**config.mk**
```make
export PLATFORM = sky130hd
export DESIGN_NAME = unpacked_array_serializer_flat
export DESIGN_NICKNAME = d
export VERILOG_FILES = /design/src/rtl/unpacked_array_serializer_if.sv /design/src/rtl/unpacked_array_serializer.sv /design/src/flat_wrapper.sv
export SDC_FILE = /design/constraint.sdc
export NUM_CORES = 1
export LEC_CHECK = 0
export CAP_MARGIN = 5
export CORE_MARGIN = 1.5
export CORE_UTILIZATION = 51
export CTS_BUF_LIST = sky130_fd_sc_hd__clkbuf_2
export CTS_CLUSTER_SIZE = 40
export DETAILED_ROUTE_END_ITERATION = 8
export GPL_ROUTABILITY_DRIVEN = 0
export GPL_TIMING_DRIVEN = 0
export MAX_ROUTING_LAYER = met4
export PLACE_DENSITY = 0.84
export SYNTH_ARGS = -nofsm -noshare
export SYNTH_HDL_FRONTEND = slang
export SYNTH_SLANG_ARGS = --single-unit
```
**constraint.sdc**
```tcl
create_clock -name clock -period 2.65 [get_ports clock]
set_clock_uncertainty 0.1 [all_clocks]
set_input_delay 0.3975 -clock clock [delete_from_list [all_inputs] [get_ports clock]]
set_output_delay 0.3975 -clock clock [all_outputs]
set_load 0.01 [all_outputs]
```
**src/rtl/unpacked_array_serializer_if.sv**
```systemverilog
// Handshake and serial-output bundle for unpacked_array_serializer.
// master: drives valid/d, observes ready/q/q_valid/last; slave: the block.
interface unpacked_array_serializer_if #(
    parameter int M = 8,
    parameter int C = 2
);
    logic         valid;
    logic         ready;
    logic [M-1:0] d [0:C-1];
    logic [C-1:0] q;
    logic         q_valid;
    logic         last;

    modport master (
        output valid, d,
        input  ready, q, q_valid, last
    );

    modport slave (
        input  valid, d,
        output ready, q, q_valid, last
    );
endinterface

```
**src/rtl/unpacked_array_serializer.sv**
```systemverilog
// Multi-channel parallel-in/serial-out: loads C words of M bits, shifts all
// channels out in lockstep. Ports: clock, reset, bus (slave), word_count.
module unpacked_array_serializer #(
    parameter int M         = 8,
    parameter int C         = 2,
    parameter int MSB_FIRST = 0,
    parameter int CW        = 16
) (
    input  logic                  clock,
    input  logic                  reset,
    unpacked_array_serializer_if.slave bus,
    output logic [CW-1:0]         word_count
);
    localparam int CNTW = (M > 1) ? $clog2(M) : 1;
    localparam logic [CNTW-1:0] CNT_MAX = CNTW'(M - 1);

    localparam logic [0:0] S_IDLE  = 1'b0;
    localparam logic [0:0] S_SHIFT = 1'b1;

    logic [0:0]      state_q, state_d;
    logic [CNTW-1:0] cnt_q, cnt_d;
    logic            p_q [0:C-1][0:M-1];
    logic            p_d [0:C-1][0:M-1];
    logic [C-1:0]    q_q, q_d;
    logic            qv_q, qv_d;
    logic            last_q, last_d;
    logic [CW-1:0]   wc_q, wc_d;

    logic            at_end;
    logic            accept;
    logic [CNTW-1:0] sel;

    // The final bit of a word is on its way out; a new word may load now.
    assign at_end    = (state_q == S_SHIFT) && (cnt_q == CNT_MAX);
    assign bus.ready = !reset && ((state_q == S_IDLE) || at_end);
    assign accept    = bus.valid && bus.ready;
    assign sel       = (MSB_FIRST != 0) ? (CNT_MAX - cnt_q) : cnt_q;

    always_comb begin
        state_d = state_q;
        cnt_d   = cnt_q;
        p_d     = p_q;
        q_d     = '0;
        qv_d    = 1'b0;
        last_d  = 1'b0;
        wc_d    = wc_q;

        if (state_q == S_SHIFT) begin
            for (int c = 0; c < C; c++) begin
                q_d[c] = p_q[c][sel];
            end
            qv_d   = 1'b1;
            last_d = at_end;
            cnt_d  = at_end ? '0 : cnt_q + CNTW'(1);
            if (at_end && !accept) begin
                state_d = S_IDLE;
            end
        end

        // Old word's last bit uses p_q above; the new word lands in p_d.
        if (accept) begin
            for (int c = 0; c < C; c++) begin
                for (int i = 0; i < M; i++) begin
                    p_d[c][i] = bus.d[c][i];
                end
            end
            state_d = S_SHIFT;
            cnt_d   = '0;
            wc_d    = wc_q + CW'(1);
        end
    end

    always_ff @(posedge clock) begin
        if (reset) begin
            state_q <= S_IDLE;
            cnt_q   <= '0;
            q_q     <= '0;
            qv_q    <= 1'b0;
            last_q  <= 1'b0;
            wc_q    <= '0;
            for (int c = 0; c < C; c++) begin
                for (int i = 0; i < M; i++) begin
                    p_q[c][i] <= 1'b0;
                end
            end
        end else begin
            state_q <= state_d;
            cnt_q   <= cnt_d;
            q_q     <= q_d;
            qv_q    <= qv_d;
            last_q  <= last_d;
            wc_q    <= wc_d;
            for (int c = 0; c < C; c++) begin
                for (int i = 0; i < M; i++) begin
                    p_q[c][i] <= p_d[c][i];
                end
            end
        end
    end

    assign bus.q       = q_q;
    assign bus.q_valid = qv_q;
    assign bus.last    = last_q;
    assign word_count  = wc_q;
endmodule

```
**src/flat_wrapper.sv**
```systemverilog
// flat-port wrapper written by rule: the top's interface ports become plain ports
module unpacked_array_serializer_flat 
#(
    parameter int M         = 8,
    parameter int C         = 2,
    parameter int MSB_FIRST = 0,
    parameter int CW        = 16
)
  (clock, reset, word_count, bus_valid, bus_d, bus_ready, bus_q, bus_q_valid, bus_last);
  unpacked_array_serializer_if #(.M(M), .C(C)) bus_i ();
  input  logic clock;
  input  logic reset;
  output logic [CW-1:0] word_count;
  input wire logic [$bits(bus_i.valid)-1:0] bus_valid;
  input wire logic [$bits(bus_i.d)-1:0] bus_d;
  output wire logic [$bits(bus_i.ready)-1:0] bus_ready;
  output wire logic [$bits(bus_i.q)-1:0] bus_q;
  output wire logic [$bits(bus_i.q_valid)-1:0] bus_q_valid;
  output wire logic [$bits(bus_i.last)-1:0] bus_last;
  assign bus_i.valid = bus_valid;
  assign bus_i.d = {>>{bus_d}};
  assign bus_ready = bus_i.ready;
  assign bus_q = bus_i.q;
  assign bus_q_valid = bus_i.q_valid;
  assign bus_last = bus_i.last;
  unpacked_array_serializer #(.M(M), .C(C), .MSB_FIRST(MSB_FIRST), .CW(CW)) u_core (.clock(clock), .reset(reset), .bus(bus_i), .word_count(word_count));
endmodule
```
==> summary.md <==
| Metric | Value |
|---|---|
| Status | finished, final reports clean |
| Fin crit share | 0.966 |
| Initial Utilization | 0.543 |
| Synth area leader | dfxtp_1 |
| Commonest cells in the netlist | dfxtp_1 (40), nand2_1 (40), o21ai_0 (20), nor2_1 (18) |
| GR Overflow Total | 0 |
| Core box area | around 3100 um2 |
| WS Path Type | reg2out |
| Headroom to the max-slew limit | 0.609 |
| Vias in the first global route | roughly 1300 |
| DRC viols | 0 |
| Nets | 260 |
| Yosys reg bits | 40 |
| Initial DRT Pass Iterations | 4 |
| Pwr dens | 498 nW/um2 |
| Hold path cells | 2 |
| Slew at the pin with the worst max-slew slack | just under 0.6 ns |
| Global Route Usage Sum | 0.224 |
| Async SR Flop Fraction | 0 |
| Synth Flop Type | dfxtp_1 |
| CP max FO | 10 |
| Antenna diodes | 0 |
| Setup violators final | 0 |
| Initial DRC count | 52 |
| Port Buffers | 39 |
| Worst VDD drop | 0.000475 V |
| Crit path time final | 2.56 ns |
| Clk sink count | 40 |
| Placed wire-length estimate | 2.43 mm |
| Worst EP arrival | approximately 2 ns |
| Clk Latency, worst-skew pair | 0.40 ns |
| Type of the worst min-delay path | reg2reg |
| CTS Root Cell | clkbuf_2 |
| Layout cell share with drive strength beyond 1 | 0.0795 |
| Mapped Nets | 213 |
| Initial antenna violation count | 0 |
| Wire length per cell | 12.1 um |
| Reg-to-Reg Start | u_core.cnt_q[1] |
| Mapped Area | roughly 1700 um2 |
| Total number of vias | 1502 |
| Worst r2r path cells | 8 |
| Worst Setup SP | u_core.cnt_q[1] |
| Slew Viols, Final | 0 |
| Startpoint Class | flop |
| Post-route ant nets | 0 |
| Post-DP Area | ~2100 um2 |
| Core Util, Final | 0.718 |
| R2R setup slack | 0.21 ns |
| Post-route setup slack | 0.0891 ns |
| Synth cell types | 29 |
| First-pass GRT wire length | about 5.9 mm |
| Die H | 60.2 um |
| Top cells by area, synth | dfxtp_1 (48%), nand2_1 (9.0%), o21ai_0 (6.0%), mux4_2 (5.4%), nor2_1 (4.0%) |
| Die area | 3630 um2 |
| Final WL | 3.44 mm |
| MaxCap Viol Count | 0 |
| Post-synth EDFFs | 0 |
| Area grow syn2layout | 32.3% |
| Fmax | 0.390 GHz |
| Total CTS buffers | 5 |
| Sequential share of the synthesized area | 0.479 |
| Num ports | 40 |
| H-Tree Depth | 2 |
| Die X-Extent | 60.2 um |
| P_leak | 0.763 nW |
| CTS tree | yes |
| Row count | 20 |
| Final Hold Viols | 0 |
| Final instance area | 2210 um2 |
| Crit. End Element | output port |
| Fillers | approximately 250 |
| CP Data Required Time | 2.15 ns |
| Worst Setup EP | bus_ready |
| Syn Inst Count | between 150 and 200 |
| Pre-CTS setup slack | -0.107 ns |
| CTS clk-pin slew, worst paths | around 0.20 ns |
| Yosys Warn Count | 0 |
| Syn Area/Cell | 8.75 um2 |
| R2R Path End | u_core.word_count[15] |
| Synth top area share | 0.479 |
| Worst-case clock buffer depth | 2 |
| Vias per cell | 5.31 |
| Largest net degree at the start of global routing | 13 |
==> cell type report <==
cell class	count	area, um2	area share
multi-input combinational	137	816	0.369
sequential	40	805	0.364
timing repair buffer	40	398	0.180
buffer	11	62.6	0.0283
tap	44	55.1	0.0249
clock inverter	3	37.5	0.0170
clock buffer	5	25.0	0.0113
inverter	3	11.3	0.00510
==> through the flow <==
stage          total power, mW   TNS, ns  instances  hold WS (ns)
2_1_floorplan            0.706         0        191         0.333
4_1_cts                   1.10         0        282         0.375
5_1_grt                   1.14  -0.00169        283         0.396
3_5_place_dp             0.760    -0.107        274         0.353
3_3_place_gp             0.757    -0.125        274         0.343
6_report                  1.10         0        283         0.374
==> repair_timing <==
item | CTS | global route
gates resized for setup | 6 | 4
setup endpoints to repair | 1 | 1
buffers inserted | 0 | 1
pin swaps | 0 | 0
hold buffers | 0 | 0
==> cell usage in the layout (no fill, tap or decap), types with 4 or more instances in the layout <==
master / Yosys / final
o21ai_0: 20 / 20
clkdlybuf4s50_1: 0 / 39
or3_1: 4 / 4
mux4_2: 4 / 4
nand3_1: 5 / 5
nor2_1: 18 / 18
a21oi_1: 9 / 9
or4_1: 4 / 4
clkbuf_1: 9 / 6
clkbuf_2: 0 / 7
xnor2_1: 7 / 7
dfxtp_1: 40 / 39
nand2_1: 40 / 40
==> how the worst min path moves through the flow <==
stage | start | endpoint
floorplan | u_core.p_q[13] | u_core.p_q[13]
global placement | u_core.p_q[4] | u_core.p_q[4]
detailed placement | u_core.p_q[4] | u_core.p_q[4]
CTS | u_core.p_q[4] | u_core.p_q[4]
global route | u_core.p_q[4] | u_core.p_q[4]
finish | u_core.p_q[5] | u_core.p_q[5]
==> per-layer routing <==
layer | up-vias | GRT usage | share of wire | routed length [um]
li1 | 762 | - | - | -
met1 | 696 | 0.283 | 0.47 | 1600
met2 | 38 | 0.351 | 0.47 | 1630
met3 | 6 | 0.0498 | 0.045 | 155
met4 | 0 | 0.0825 | 0.013 | 45
met5 | - | - | 0 | 0
==> power breakdown <==
part / internal (mW) / switching, mW / total (mW)
logic: 0.0629 / 0.0511 / 0.114
clock network: 0.154 / 0.193 / 0.347
registers: 0.625 / 0.0140 / 0.639
total: 0.841 / 0.258 / 1.10
==> worst max-delay path, stage by stage, from the launching register on <==
cell and delay [ns]:
dfxtp_4 0.41, ha_1 0.18, ha_1 0.23, nor2b_4 0.14, clkbuf_8 0.17, nor2_1 0.04
clkdlybuf4s50_1 0.48
==> cells by family after synthesis <==
| group | Yosys count | synth area share |
|---|---|---|
| flops | 40 | 0.479 |
| simple gates | 85 | 0.237 |
| buf+inv | 14 | 0.0367 |
| mux | 7 | 0.0719 |
| fa+ha+maj | 3 | 0.0225 |
| xor+xnor | 7 | 0.0367 |
| compound gates | 35 | 0.116 |
==> registers in the layout (all words and copies together) (netlist names) <==
register and flops:
u_core.bus.q 2, u_core.state_q 1, u_core.bus.q_valid 1, u_core.bus.last 1, u_core.word_count 16, u_core.cnt_q 3, u_core.p_q 16
(Power assumes the default switching activity.)
